--- config.mk ---
export PLATFORM = sky130hd
export DESIGN_NAME = load_store_unit
export DESIGN_NICKNAME = d
export VERILOG_FILES = /design/src/rtl/lsu_pkg.sv /design/src/rtl/load_store_unit.sv
export SDC_FILE = /design/constraint.sdc
export NUM_CORES = 1
export LEC_CHECK = 0
export ABC_AREA = 1
export CORE_MARGIN = 2
export CORE_UTILIZATION = 30
export CTS_CLUSTER_DIAMETER = 80
export DETAILED_ROUTE_END_ITERATION = 10
export GPL_TIMING_DRIVEN = 0
export PLACE_DENSITY_LB_ADDON = 0.12
export SYNTH_ARGS = -nofsm -noshare
export SYNTH_HDL_FRONTEND = slang
export SYNTH_SLANG_ARGS = --single-unit
--- constraint.sdc ---
create_clock -name clk -period 2 [get_ports clk]
set_clock_uncertainty 0.2 [all_clocks]
set_input_delay 0.3 -clock clk [delete_from_list [all_inputs] [get_ports clk]]
set_output_delay 0.3 -clock clk [all_outputs]
set_load 0.05 [all_outputs]
--- src/rtl/lsu_pkg.sv ---
// Shared definitions for load_store_unit: FSM states, access-size encodings
// and the little-endian byte-lane extract/merge helpers.
package lsu_pkg;

  typedef enum logic [1:0] {
    IDLE = 2'd0,
    RD   = 2'd1,
    WR   = 2'd2,
    RESP = 2'd3
  } lsu_state_e;

  localparam logic [1:0] SZ_BYTE = 2'd0;
  localparam logic [1:0] SZ_HALF = 2'd1;
  localparam logic [1:0] SZ_WORD = 2'd2;
  localparam logic [1:0] SZ_BAD  = 2'd3;

  // Move the addressed lane down to bit 0, then sign- or zero-extend it.
  function automatic logic [31:0] lane_extract(input logic [31:0] word,
                                               input logic [1:0]  off,
                                               input logic [1:0]  size,
                                               input logic        sgn);
    logic [31:0] sh;
    logic [31:0] res;
    sh = word >> {off, 3'b000};
    case (size)
      SZ_BYTE: res = {{24{sgn & sh[7]}}, sh[7:0]};
      SZ_HALF: res = {{16{sgn & sh[15]}}, sh[15:0]};
      default: res = sh;
    endcase
    return res;
  endfunction

  function automatic logic [31:0] lane_merge(input logic [31:0] old,
                                             input logic [31:0] wdata,
                                             input logic [1:0]  off,
                                             input logic [1:0]  size);
    logic [31:0] mask;
    logic [31:0] ins;
    case (size)
      SZ_BYTE: mask = 32'h0000_00FF;
      SZ_HALF: mask = 32'h0000_FFFF;
      default: mask = 32'hFFFF_FFFF;
    endcase
    mask = mask << {off, 3'b000};
    ins  = (wdata << {off, 3'b000}) & mask;
    return (old & ~mask) | ins;
  endfunction

endpackage

--- src/rtl/load_store_unit.sv ---
// Load/store unit bridging a CPU request port to a single-port word memory;
// sub-word stores are read-modify-write. Optional macro: LSU_MISALIGN_TRAP_EN.
module load_store_unit
  import lsu_pkg::*;
#(
  parameter int MEM_ADDR_W = 6
) (
  input  logic                  clk,
  input  logic                  rst_n,
  input  logic                  req_valid,
  output logic                  req_ready,
  input  logic                  req_write,
  input  logic [1:0]            req_size,
  input  logic                  req_signed,
  input  logic [31:0]           req_addr,
  input  logic [31:0]           req_wdata,
  output logic                  resp_valid,
  output logic [31:0]           resp_rdata,
  output logic                  resp_err,
  output logic [MEM_ADDR_W-1:0] address,
  output logic [31:0]           data_in,
  output logic                  memRead,
  input  logic [31:0]           data_out
);

  lsu_state_e  state;
  logic [1:0]  off_r;
  logic [1:0]  size_r;
  logic        signed_r;
  logic        write_r;
  logic [31:0] wdata_r;

  logic [1:0]  off_s;
  logic        mis_s;
  logic        range_err_s;
  logic        err_s;

  // Classify the incoming request and resolve the effective lane offset.
  always_comb begin
    off_s       = req_addr[1:0];
    range_err_s = ((req_addr >> MEM_ADDR_W) != 32'd0);
    case (req_size)
      SZ_HALF: mis_s = req_addr[0];
      SZ_WORD: mis_s = (req_addr[1:0] != 2'b00);
      default: mis_s = 1'b0;
    endcase
`ifdef LSU_MISALIGN_TRAP_EN
    err_s = (req_size == SZ_BAD) | range_err_s | mis_s;
`else
    err_s = (req_size == SZ_BAD) | range_err_s;
    if (mis_s) begin
      off_s = (req_size == SZ_WORD) ? 2'b00 : {req_addr[1], 1'b0};
    end else begin
      off_s = req_addr[1:0];
    end
`endif
  end

  // Control FSM; every memory and response output is registered on entry
  // to the state that needs it.
  always_ff @(posedge clk or negedge rst_n) begin
    if (!rst_n) begin
      state      <= IDLE;
      req_ready  <= 1'b1;
      resp_valid <= 1'b0;
      resp_err   <= 1'b0;
      resp_rdata <= 32'd0;
      memRead    <= 1'b1;
      address    <= '0;
      data_in    <= 32'd0;
      off_r      <= 2'b00;
      size_r     <= 2'b00;
      signed_r   <= 1'b0;
      write_r    <= 1'b0;
      wdata_r    <= 32'd0;
    end else begin
      case (state)
        IDLE: begin
          if (req_valid && req_ready) begin
            req_ready <= 1'b0;
            off_r     <= off_s;
            size_r    <= req_size;
            signed_r  <= req_signed;
            write_r   <= req_write;
            wdata_r   <= req_wdata;
            if (err_s) begin
              state      <= RESP;
              resp_valid <= 1'b1;
              resp_err   <= 1'b1;
              resp_rdata <= 32'd0;
            end else if (!req_write || (req_size != SZ_WORD)) begin
              state   <= RD;
              memRead <= 1'b1;
              address <= {req_addr[MEM_ADDR_W-1:2], 2'b00};
            end else begin
              state   <= WR;
              memRead <= 1'b0;
              address <= {req_addr[MEM_ADDR_W-1:2], 2'b00};
              data_in <= lane_merge(32'd0, req_wdata, off_s, req_size);
            end
          end else begin
            state <= IDLE;
          end
        end
        RD: begin
          if (write_r) begin
            state   <= WR;
            memRead <= 1'b0;
            data_in <= lane_merge(data_out, wdata_r, off_r, size_r);
          end else begin
            state      <= RESP;
            resp_valid <= 1'b1;
            resp_err   <= 1'b0;
            resp_rdata <= lane_extract(data_out, off_r, size_r, signed_r);
          end
        end
        WR: begin
          state      <= RESP;
          memRead    <= 1'b1;
          resp_valid <= 1'b1;
          resp_err   <= 1'b0;
          resp_rdata <= 32'd0;
        end
        RESP: begin
          state      <= IDLE;
          req_ready  <= 1'b1;
          resp_valid <= 1'b0;
          resp_err   <= 1'b0;
          resp_rdata <= 32'd0;
        end
        default: begin
          state      <= IDLE;
          req_ready  <= 1'b1;
          resp_valid <= 1'b0;
          memRead    <= 1'b1;
        end
      endcase
    end
  end

endmodule

# --- Word level (Yosys, flattened, before mapping) ---
# Cells that the tools add are included.
classes:
  n_eq_ne: 14
  n_reduce_logical: 18
  n_shift: 5
  n_mux: 39
  bitwise_logic: 9
ops:
  columns: ["cell", "count"]
  rows:
  - ["32-bit 2-to-1 mux", 13]
  - ["32-bit case mux with 2 select lines", 4]
  - ["32-bit by 5-bit << shifter with 32-bit output", 4]
  - ["32-bit AND", 3]
  - ["32-bit case mux with 3 select lines", 1]
  - ["32-bit NOT", 1]
  - ["32-bit OR", 1]
  - ["32-bit nonzero test", 1]
  - ["32-bit by 5-bit right shift with 32-bit output", 1]
  - ["2-bit inequality test (second input constant)", 7]
  - ["1-bit 2-to-1 mux", 10]
  - ["2-bit 2-to-1 mux", 5]
  - ["2-bit == test (second input constant)", 4]
  - ["2-bit case mux with 4 select lines", 1]
  - ["2-bit by 1-bit == test with 1-bit output (second input constant)", 3]
  - ["2-bit logical NOT", 3]
  - ["1-bit case mux with 3 select lines", 2]
  - ["3-bit AND reduction", 2]
  - ["2-bit nonzero test", 3]
  - ["5-bit AND reduction", 1]
  - ["1-bit case mux with 2 select lines", 2]
  - ["1-bit case mux with 4 select lines", 1]
  - ["2-bit AND reduction", 2]
  - ["4-bit AND reduction", 1]
  - ["other kinds (8)", 9]
word_totals:
  regBits: 112
  inputBits: 103
  wordCells: 98

# --- Depth between registers and ports, before layout ---
# Gate-level depths: netlist of the first run.
logic_depth:
  word_depth: 12
  mapped_depth: 12
  mapped_depth_nobuf: 11

# --- Least setup slack after synthesis of the first run ---
# Ideal clock, no wire load.
synth_timing:
  kind: "register to register"
  from: "register req_ready"
  to: "register data_in[18]"
  setup_time_ps: 118
  stages_incl_launch_ff: 11
  required_time_ps: 1682
  path_slack_ps: 14
  t_arrival_ps: 1668
  synth_period_minus_slack_ps: 1986
  path_cell_list: "dfstp_2 > nand2_1 > nand2_2 > o21ai_2 > inv_2 > o21ai_2 > inv_2 > nand2_4 > buf_6 > nand2_1 > nand2_1"
synth_via:
  elab_chain_cells: 3
synth_rtl:
  columns: ["item", "line", "text"]
  rows:
  - ["start: declaration", "load_store_unit.sv:11", "output logic req_ready,"]
  - ["start signal: assignment", "load_store_unit.sv:64", "req_ready <= 1'b1;"]
  - ["start signal: assignment", "load_store_unit.sv:80", "req_ready <= 1'b0;"]
  - ["start signal: assignment", "load_store_unit.sv:126", "req_ready <= 1'b1;"]
  - ["1-bit logical AND", "load_store_unit.sv:79", "if (req_valid && req_ready) begin"]
  - ["2-bit inequality test (no line)", null, null]
  - ["5-bit AND reduction (no line)", null, null]
  - ["end signal: assignment", "load_store_unit.sv:99", "data_in <= lane_merge(32'd0, req_wdata, off_s, req_size);"]
  - ["end signal: assignment", "load_store_unit.sv:109", "data_in <= lane_merge(data_out, wdata_r, off_r, size_r);"]
  - ["end: declaration", "load_store_unit.sv:21", "output logic [31:0] data_in,"]
# Every way passes these cells.
# A chain may end at the register's enable or synchronous reset.

# --- Final worst setup path of the first run ---
layout_timing:
  from: "register req_ready"
  to: "output req_ready"
# No word-level cell between the ends.

==> results.py, run 1 <==
metrics = {
    "synthesis": {
        "synthesis.area_um2": 7124,
        "synth_top_area_share_pct": 38.64,
        "yosys-top-cells-area": "dfrtp_1 39%, nand2_1 21%, o21ai_0 8.9%, nand3_1 5.6%, a21oi_1 4.3%",
        "ys_ff_latch": 112,
        "synth_top_area_cell": "dfrtp_1",
        "yosysMostFrequentCell": "nand2_1",
        "yosysSeqAreaShare_pct": 39.37,
        "ys.warnings.count": 0,
        "synth_edf_count": 0,
        "synthCells": 1061,
        "synth_cell_types": 31,
        "syn_avg_cell_area_um2": 6.715,
        "synthTopCellsByCount": "404 x nand2_1, 127 x o21ai_0, 110 x dfrtp_1",
        "synthArstFlopShare_pct": 100.0,
        "synth_ff_type": "dfrtp_1",
    },
    "min_path": {
        "hold_class": "input port to flip-flop",
    },
    "sta": {
        "fin_crit_sh_pct": 98.12,
        "tightest_slew_ns": 0.5340,
        "min_period_ns": 1.962,
        "grt_setup_unrepaired": "true",
        "finalMaxSlewViolations": 0,
        "setup_viol": 0,
        "hold_viol_final": 0,
        "fmax_ghz": 0.5096,
        "maxSlewHeadroom_pct": 64.40,
    },
    "power": {
        "vdd_ir_drop_max_mv": 0.4797,
        "p_int_uw": 6544,
        "power.share.sequential_pct": 27.4,
        "power.switching_uw": 7026,
        "powerDensity_nw_per_um2": 1352,
        "p_clk_share_pct": 14.2,
        "combPwrFrac_pct": 58.4,
        "leakage_uw": 0.005151,
        "switching_share_pct": 51.78,
    },
    "cts": {
        "cts_made_buffers": 9,
        "clk_path_buf_depth": 2,
        "cts_tree": "yes",
        "insertion_delay_ns": 0.37,
        "cts.clk_slew.worst_paths_ns": 0.08,
        "htreeDepth": 3,
        "clockRootBuffer": "clkbuf_16",
        "numClockSinks": 112,
    },
    "worst_setup_path": {
        "crit_required_ns": 1.50,
        "path_max_fanout": 3,
        "start_kind": "flip-flop",
        "max_stage_delay_ns": 0.56,
        "critPathTopFamily": "flip-flops",
        "path_cells": "dlygate4sd2_1",
        "cp_slowest_cell": "dfstp_2",
        "worst-path-buf-inv": 1,
        "critPathKind": "flip-flop to output port",
        "critPathCaptureType": "output port",
        "critPathArrivalTime_ns": 1.46,
    },
    "finish": {
        "design_area_um2": 10030,
        "finish.net_count": 1381,
        "multi_input_area_um2": 3884,
        "post-route-util_pct": 42.88,
        "fillers": 2581,
        "drive_above_1_share_pct": 12.09,
        "area_growth_pct": 40.85,
        "register_area_um2": 2808,
        "num_antenna_cells": 0,
    },
    "placed_design": {
        "place_congestion": 0.9085,
        "placed_cell_area_um2": 9298,
        "numPortBuffers": 174,
        "dp_hpwl_um": 22630,
    },
    "die": {
        "die_h_um": 158.1,
        "start_util_pct": 30.44,
        "fp-row-count": 56,
        "ios": 177,
        "die_area_um2": 25000,
        "core_um2": 23400,
        "fp.dieW_um": 158.1,
    },
    "drt": {
        "drcViolationCount": 0,
        "routedWlPerCell_um": 17.70,
        "antenna_left": 0,
        "wirelength_um": 28190,
        "vias_per_cell": 4.927,
        "num_vias": 7848,
        "drt_iter0_drc": 691,
        "first_pass_iters": 5,
    },
    "global_route": {
        "track_usage_pct": 22.86,
        "grt_pass1_vias": 7369,
        "grt_antenna_before_repair": 0,
        "grt_max_degree": 66,
        "grt_pass1_wl_um": 42980,
        "overflow": 0,
    },
    "job": {
        "drv_cap": 0,
    },
    "status": {
        "status": "finished clean",
    },
}
## metrics by stage
step	total power [µW]	setup TNS, ns	setup WS [ns]	instances	hold WS, ns
2_1_floorplan	8852	0	0.01438	1062	-0.1956
3_3_place_gp	11530	-512.97	-4.163	1555	0.2538
3_5_place_dp	11570	-52.30	-0.9983	1556	0.06498
4_1_cts	13310	0	0.002052	1582	0.1768
5_1_grt	14550	-0.1397	-0.01801	1593	0.05602
6_report	13570	0	0.03754	1593	0.03042
## final timing paths
path	slack, ns	cells after the start	startpoint	to
max reg2reg	0.06	10	state[1]	data_in[15]
max	0.04	1	req_ready	req_ready
min reg2reg	0.27	2	data_in[8]	data_in[8]
min	0.03	3	req_size[1]	size_r[1]
min in group asynchronous	0.21	2	rst_n	data_in[3]
max in group asynchronous	0.66	3	rst_n	memRead
## sequential cells by signal, summed over array words and instances, names as in the netlist
signal	flops
size_r	2
write_r	1
memRead	1
data_in	32
resp_rdata	32
resp_valid	1
wdata_r	32
address	4
state	2
off_r	2
signed_r	1
resp_err	1
req_ready	1
## per-layer routing
metal  GRT usage (%)  share of wire (%)
met3           3.641                8.0
met1           33.12                 46
met2           34.84                 43
met5               0                  0
met4           7.121                2.3
## layout by cell type (no fill, tap or decap), types with 3 or more instances in the layout
master           instances
nor2_1                  52
nand2_4                  5
o21ai_1                 27
clkbuf_16               11
nand2_1                394
nand2_2                  7
a21oi_2                  6
ha_1                     6
dfrtp_1                108
buf_8                    4
buf_2                   17
a21oi_1                 55
nand3_2                  4
o31ai_1                  8
dlygate4sd2_1           72
clkbuf_1                 7
nand4_1                 23
clkbuf_4                10
nand3_1                 78
clkdlybuf4s50_1         99
buf_4                   22
clkbuf_2                13
nand3_4                  3
a21oi_4                  3
o21ai_0                119
inv_1                   63
buf_6                   10
nor2_4                   6
inv_2                    8
## cell families after synthesis
family | synth area share [%]
AO/OA/AOI/OAI | 16.44
flip-flops | 39.37
buffers and inverters | 8.746
other | 0.05264
AND/OR/NAND/NOR | 33.81
adder cells (fa/ha/maj) | 1.581
## cell type report
class                           count  area share (%)
Clock buffer                        9           2.244
Tap cell                          319           3.978
Buffer                             66           4.476
Multi-Input combinational cell    810           38.70
Timing Repair Buffer              196           18.97
Sequential cell                   112           27.98
Clock inverter                      7          0.7855
Inverter                           74           2.868
## power by group through the flow
stage	sequential (µW)	clock [µW]	combinational, µW
6_report	3720	1930	7920
5_1_grt	3850	2040	8660
4_1_cts	3720	1970	7620
3_5_place_dp	3790	0	7780
3_3_place_gp	3770	0	7760
2_1_floorplan	5450	0	3410
## what timing repair did
| action | in CTS | in global routing |
|---|---|---|
| endpoints found under the hold margin | 47 | 0 |
| pin swaps | 6 | 9 |
| cloned | 0 | 2 |
| resized for setup | 111 | 81 |
| hold buffers | 1 | 0 |
| buffers inserted | 9 | 9 |
| endpoints found under the setup margin | 177 | 104 |
No activity file was read; power rests on OpenSTA's default activity.
==> run 2: changes to the inputs <==
--- a/config.mk
+++ b/config.mk
@@ -10,6 +10,7 @@
 export CORE_UTILIZATION = 30
 export CTS_CLUSTER_DIAMETER = 80
 export DETAILED_ROUTE_END_ITERATION = 10
+export DONT_BUFFER_PORTS = 1
 export GPL_TIMING_DRIVEN = 0
 export PLACE_DENSITY_LB_ADDON = 0.12
 export SYNTH_ARGS = -nofsm -noshare
==> results.py, run 2 (synthesis results as in run 1) <==
metrics = {
    "status": {
        "status": "finished with violations",
        "failed_checks": "negative hold slack, negative setup slack",
    },
    "finish": {
        "multi_input_area_um2": 3881,
        "design_area_um2": 8765,
        "fillers": 2629,
        "area_growth_pct": 23.02,
        "reg_top3": "data_in: 32 flops, resp_rdata: 32 flops, wdata_r: 32 flops",
        "mostFrequentLayoutCell": "nand2_1",
        "finish.net_count": 1246,
        "register_area_um2": 2810,
        "num_antenna_cells": 0,
        "final_cell_mix": "378 x nand2_1, 122 x o21ai_0, 109 x dfrtp_1, 80 x nand3_1, 65 x inv_1",
        "drive_above_1_share_pct": 13.17,
    },
    "power": {
        "vdd_ir_drop_max_mv": 0.3924,
        "leakage_uw": 0.004367,
        "powerDensity_nw_per_um2": 1495,
    },
    "die": {
        "fp-row-count": 56,
        "ios": 177,
        "die_area_um2": 25000,
        "start_util_pct": 30.44,
        "fp.dieW_um": 158.1,
        "core_um2": 23400,
        "die_h_um": 158.1,
    },
    "global_route": {
        "overflow": 0,
        "grt_antenna_before_repair": 0,
        "grt_pass1_wl_um": 43570,
        "track_usage_pct": 23.49,
        "grt_pass1_vias": 7233,
        "grt_max_degree": 113,
    },
    "drt": {
        "vias_per_cell": 5.064,
        "num_vias": 7384,
        "first_pass_iters": 5,
        "drcViolationCount": 0,
        "drt_iter0_drc": 788,
        "antenna_left": 0,
        "wirelength_um": 29090,
        "routedWlPerCell_um": 19.95,
    },
    "job": {
        "drv_cap": 0,
    },
    "cts": {
        "cts_tree": "yes",
        "insertion_delay_ns": 0.37,
        "postCtsHoldBufs": 40,
        "htreeDepth": 3,
        "cts.clk_slew.worst_paths_ns": 0.08,
        "clk_path_buf_depth": 2,
        "numClockSinks": 112,
        "clockRootBuffer": "clkbuf_16",
        "cts_made_buffers": 9,
    },
    "sta": {
        "whs_ns": -0.5820,
        "grt_setup_unrepaired": "true",
        "hold_viol_final": 112,
        "setup_viol": 3,
        "finalMaxSlewViolations": 0,
        "setup_slack_ns": -0.007153,
        "tightest_slew_ns": 0.5239,
        "fmax_ghz": 0.4982,
        "fin_crit_sh_pct": 100.4,
        "min_period_ns": 2.007,
        "maxSlewHeadroom_pct": 65.08,
    },
    "worst_setup_path": {
        "path_max_fanout": 5,
        "r2r_slack_ns": -0.007,
        "start_kind": "flip-flop",
        "critPathCaptureType": "flip-flop",
        "crit_required_ns": 2.06,
        "critPathArrivalTime_ns": 2.07,
        "critPathKind": "flip-flop to flip-flop",
    },
    "min_path": {
        "hold_class": "input port to asynchronous set/reset pin",
    },
    "placed_design": {
        "place_congestion": 0.9472,
        "numPortBuffers": 0,
        "placed_cell_area_um2": 7527,
        "dp_hpwl_um": 22470,
        "pre_cts_ws_ns": -0.5132,
    },
}
## run 2: cell count changes in the layout (fill, tap and decap cells not counted), sizes merged
cell | before | now
buf | 57 | 60
dlygate4sd3 | 1 | 40
clkbuf | 41 | 36
clkdlybuf4s50 | 99 | 0
clkdlybuf4s15 | 1 | 0
clkinvlp | 2 | 0
bufinv | 1 | 3
bufbuf | 0 | 1
clkinv | 2 | 1
dlygate4sd2 | 72 | 0
## run 2: routing by layer
metal	vias to the layer above	part of all wire, %	wire length [µm]	track usage, %
met5	-	0	0	0
met4	0	2.4	685	6.521
met3	41	9.1	2657	5.858
met2	316	44	12790	36.25
met1	3432	45	12960	32.61
li1	3595	-	-	-
## run 2: critical path: stages (launching register included)
cell     delay, ns
dfstp_4       0.74
nand2_8       0.09
nand2_8       0.07
o21ai_4       0.05
inv_2         0.07
o21ai_4       0.10
inv_4         0.11
nand2_8       0.06
buf_12        0.15
buf_8         0.13
nand2_2       0.05
nand2_1       0.06
## run 2: worst paths after layout
kind,endpoint,depth (start not counted),start
min in group clk,state[1],4,req_write
worst max register to register,data_in[18],11,req_ready
worst max-delay path,data_in[18],11,req_ready
max in group asynchronous,memRead,0,rst_n
worst min-delay path,data_in[3],0,rst_n
worst min register to register,wdata_r[29],2,wdata_r[29]
## run 2: metrics by stage
| step | instances | utilization [%] | hold WS, ns | setup TNS [ns] | power (µW) |
|---|---|---|---|---|---|
| 3_3_place_gp | 1381 | 32.16 | -0.1905 | -29.39 | 10270 |
| 5_1_grt | 1458 | 37.45 | -0.6021 | -2.032 | 14030 |
| 4_1_cts | 1453 | 36.61 | -0.5938 | 0 | 12840 |
| 6_report | 1458 | 37.45 | -0.5820 | -0.01791 | 13100 |
| 2_1_floorplan | 1062 | - | -0.1956 | 0 | 8852 |
| 3_5_place_dp | 1381 | 32.16 | -0.1913 | -32.07 | 10320 |
## run 2: cell type report
class                           instances  area share (%)
Multi-Input combinational cell        810           44.28
Clock buffer                           10           2.612
Timing Repair Buffer                   61           7.152
Buffer                                 66           4.768
Inverter                               74           3.283
Clock inverter                          6           1.285
Sequential cell                       112           32.06
Tap cell                              319           4.554
## run 2: repair_timing
item                                    in CTS  in global routing
resized for setup                           39                 66
hold endpoints to repair                   152                112
pin swaps                                    7                 24
endpoints found under the setup margin     105                 77
gates cloned                                 3                  0
setup buffers                               13                  5
## run 2: power breakdown
group | total (µW) | leakage, µW | internal (µW) | switching [µW]
Sequential | 5700 | 0.00146 | 3120 | 2580
Combinational | 5230 | 0.00274 | 1850 | 3380
Clock | 2170 | 0.000167 | 1240 | 937
